--- config.mk ---
export PLATFORM = sky130hd
export DESIGN_NAME = seq_divider
export DESIGN_NICKNAME = d
export VERILOG_FILES = /design/src/rtl/seq_divider.sv
export SDC_FILE = /design/constraint.sdc
export NUM_CORES = 1
export LEC_CHECK = 0
export ABC_AREA = 1
export CAP_MARGIN = 20
export CORE_ASPECT_RATIO = 1.4
export CORE_MARGIN = 10
export CORE_UTILIZATION = 30
export DETAILED_ROUTE_END_ITERATION = 6
export PLACE_DENSITY_LB_ADDON = 0.05
export SLEW_MARGIN = 10
export SYNTH_ARGS = -nofsm -noshare
export SYNTH_HDL_FRONTEND = slang
export SYNTH_SLANG_ARGS = --single-unit
--- constraint.sdc ---
create_clock -name clk -period 1.91 [get_ports clk]
set_clock_uncertainty 0.1 [all_clocks]
set_input_delay 0.2865 -clock clk [delete_from_list [all_inputs] [get_ports clk]]
set_output_delay 0.2865 -clock clk [all_outputs]
set_load 0.02 [all_outputs]
--- src/rtl/seq_divider.sv ---
// seq_divider: 8-bit by 4-bit unsigned restoring divider, one quotient bit
// per clock, MSB first.
//
// Ports:
//   clk          rising-edge clock for all state
//   rst          synchronous active-high reset
//   start        request, sampled only while idle
//   dividend     8-bit unsigned numerator, captured on the accepting edge
//   divisor      4-bit unsigned denominator, captured on the accepting edge
//   busy         high while iterating
//   done         one-cycle pulse, results valid
//   quotient     8-bit quotient (8'hFF on divide by zero)
//   remainder    4-bit remainder (dividend[3:0] on divide by zero)
//   div_by_zero  set with done when the captured divisor was zero
module seq_divider (
    input  logic       clk,
    input  logic       rst,
    input  logic       start,
    input  logic [7:0] dividend,
    input  logic [3:0] divisor,
    output logic       busy,
    output logic       done,
    output logic [7:0] quotient,
    output logic [3:0] remainder,
    output logic       div_by_zero
);

    localparam int unsigned DVD_W = 8;
    localparam int unsigned DVS_W = 4;
    localparam int unsigned REM_W = 5;
    localparam int unsigned CNT_W = 3;

    typedef enum logic [1:0] {
        IDLE,
        CALC,
        DONE
    } state_t;

    state_t             state;
    logic [CNT_W-1:0]   cnt;
    logic [REM_W-1:0]   rem_q;
    logic [DVD_W-1:0]   dvd_q;
    logic [DVS_W-1:0]   dvs_q;

    logic [REM_W:0]     trial;
    logic               ge;
    logic [REM_W-1:0]   rem_next;

    // Trial subtraction of the shifted partial remainder; the top bit of
    // trial is the borrow, since the stored remainder never exceeds 4 bits.
    always_comb begin
        trial    = {rem_q, dvd_q[DVD_W-1]} - {2'b00, dvs_q};
        ge       = ~trial[REM_W];
        rem_next = ge ? trial[REM_W-1:0] : {rem_q[REM_W-2:0], dvd_q[DVD_W-1]};
    end

    // Control FSM and datapath. dvd_q shifts left each step and fills with
    // quotient bits, so after eight steps it holds the quotient.
    always_ff @(posedge clk) begin
        if (rst) begin
            state       <= IDLE;
            cnt         <= '0;
            rem_q       <= '0;
            dvd_q       <= '0;
            dvs_q       <= '0;
            busy        <= 1'b0;
            done        <= 1'b0;
            quotient    <= '0;
            remainder   <= '0;
            div_by_zero <= 1'b0;
        end else begin
            case (state)
                IDLE: begin
                    done <= 1'b0;
                    if (start) begin
                        dvs_q <= divisor;
                        cnt   <= '0;
                        rem_q <= '0;
                        if (divisor == '0) begin
                            quotient    <= '1;
                            remainder   <= dividend[DVS_W-1:0];
                            div_by_zero <= 1'b1;
                            done        <= 1'b1;
                            state       <= DONE;
                        end else begin
                            dvd_q <= dividend;
                            busy  <= 1'b1;
                            state <= CALC;
                        end
                    end
                end
                CALC: begin
                    rem_q <= rem_next;
                    dvd_q <= {dvd_q[DVD_W-2:0], ge};
                    cnt   <= cnt + CNT_W'(1);
                    // Last step writes the results directly from the step logic.
                    if (cnt == CNT_W'(DVD_W - 1)) begin
                        quotient    <= {dvd_q[DVD_W-2:0], ge};
                        remainder   <= rem_next[DVS_W-1:0];
                        div_by_zero <= 1'b0;
                        busy        <= 1'b0;
                        done        <= 1'b1;
                        state       <= DONE;
                    end
                end
                DONE: begin
                    done  <= 1'b0;
                    state <= IDLE;
                end
                default: begin
                    state <= IDLE;
                end
            endcase
        end
    end

endmodule

==> metrics.txt <==
crit path launch type=register; Finished Core Util=40.55%; post-synthesis compound-gate area fraction=19.14%; Setup Slack @ Placement=-0.005621 ns; Reg2Reg Depth=8; vias in the first global route=~1800; # nets final=327; commonest non-fill, non-tap cell in the layout=nand2_1; CTS Sinks=37; worst-margin pin slew=0.2469 ns; Die Area=between 9000 and 10000 um^2; Crit Path Category=reg2reg; max cap viols=0; crit path buf inv count=3; CTS Buf Count=5; clock slew at the register clock pins of the worst setup and hold paths=0.08 ns; hold path startpoint=cnt[0]; synthesized flop and latch total=37; Buffers on Ports=29; Tmin final=1.749 ns; gr ovfl total=0; status=finished clean; Gate Count Post-Synth=259; Final Hold Fails=0; DP HPWL=3.797 mm; vias=1737; Worst EP arrival=1.83 ns; initial DRC count=70; max-slew violations=0; critical-path cell list=inv_1, ha_1, buf_4, nand3_1, nand2_2, buf_4, a21oi_1, a21oi_1; clk_lat worst skew=0.29 ns; worst setup path start=state[0]; post-synth top area share=about two fifths; Max clock buf depth=2; total routed wirelength=5.043 mm; Max IR drop VDD=0.0007003 V; vias per inst=4.632; CP top delay family=buffers and inverters; ys async rst share=0%; Layout area overhead=32.82%; CP endpoint kind=register; H-tree depth=2; DRC=0; Synth area leaders=dfxtp_1 39%, nand2_1 8.2%, inv_1 7.4%; final setup fails=0; largest family of logic cells by synthesized area=simple AND/OR/NAND/NOR gates; YS warnings=0; post-synthesis mux area share=0%; Static Leakage=1.137 nW; CP peak stage delay=roughly 0.39 ns; initial antenna violation count=0; Design Power=4.561 mW; crit share post-route=91.56%; Synthesized Nets=between 200 and 300; Die Ht=113.7 um; Starting Density=between 30% and 40%; most frequent cells in the layout=38 x nand2_1, 37 x inv_1, 37 x dfxtp_1; WP depth=8; syn avg cell area=7.270 um^2; Core ar.=roughly 6200 um^2; first-pass GRT wire length=8.576 mm; layout cell share with drive strength beyond 1=a little over an eighth; Root Driver=clkbuf_8; Hold Crit Class=reg2reg; Yosys top cell by area=dfxtp_1; GP Congestion=approximately 0.79; worst r2r src=state[0]; Yosys cell types=27; total track usage=10.71%; mapped cell area=1883 um^2; hold depth=1; largest net degree at the start of global routing=29; max frequency=0.5719 GHz; Sum Neg Setup Slack=0 ns; # hold bufs at CTS=0; register area share after synthesis=39.34%; WP data required=2.00 ns; post-synthesis xor/xnor area fraction=0.9302%; Placement Rows=34; DR WL/cell=13.45 um; critical path's slowest cell=dfxtp_1; Pwr Density=~1800 nW/um^2; Slew headroom=83.48%; die width=86.96 um; Antenna Nets Post-Route=0; Critical Path Fanout Max=7; n_diodes=0; 1st-pass router iterations=4; post-synthesis simple-gate area fraction=22.52%; worst setup margin=0.1613 ns; CTS tree=built; IO Pins=30; Post-synth EDFFs=0; adder-cell share of the synthesized area=7.043%; Synth Flop Type=dfxtp_1; RSZ-0062 raised after global routing=no
[power by group]
group | total, mW | switching [mW] | internal, mW
Sequential | 1.29 | 0.210 | 1.08
Clock | 0.704 | 0.278 | 0.426
Combinational | 2.57 | 1.51 | 1.06
Total | 4.56 | 2.00 | 2.56
[final cells by class]
class / count / area [um^2]
clock buffers: 7 / 86.33
clock inverters: 1 / 30.03
fillers: 676 / 3667
multi-input cells: 173 / 974.7
inverters: 41 / 163.9
flip-flops and latches: 37 / 740.7
well taps: 72 / 90.09
repair buffers: 44 / 415.4
[Yosys cell counts (4+ instances only)]
cell / n
nand2_1: 41
dfxtp_1: 37
inv_1: 37
a21oi_1: 27
nand3_1: 25
o21ai_0: 22
nor2_1: 21
ha_1: 9
o21a_1: 4
[worst paths after layout]
path               to  slack, ns
max          dvd_q[0]       0.16
max reg2reg  dvd_q[0]       0.16
min reg2reg    cnt[0]       0.36
min            cnt[0]       0.36
[registers in the layout, summed over array words and instances, names as in the netlist]
register / flops
done: 1
busy: 1
div_by_zero: 1
remainder: 4
dvd_q: 8
quotient: 8
dvs_q: 4
cnt: 3
rem_q: 5
state: 2
[per-stage QoR]
step                std cells  cell area [um^2]  hold slack [ns]
finish                    375              2501           0.3641
global route              375              2501           0.3859
CTS                       374              2449           0.3680
detailed placement        366              2332           0.3483
global placement          366              2332           0.3455
floorplan                 259              1883           0.3289
[layer usage]
metal | vias to the layer above | global-route usage, % | routed length, um
li1 | 935 | - | -
met1 | 773 | 12.45 | 2284
met2 | 24 | 18.47 | 2522
met3 | 5 | 2.568 | 170
met4 | 0 | 3.575 | 65
met5 | - | 0 | 0
[cells by family after synthesis]
family | count (synthesis)
simple gates | 96
compound gates | 65
buf+inv | 49
flops | 37
fa+ha+maj | 10
xor+xnor | 2
[what timing repair did]
action	in CTS	in global routing
resized for setup	0	10
buffers inserted	0	1
endpoints found under the setup margin	0	18
No activity file was read; power rests on OpenSTA's default activity.
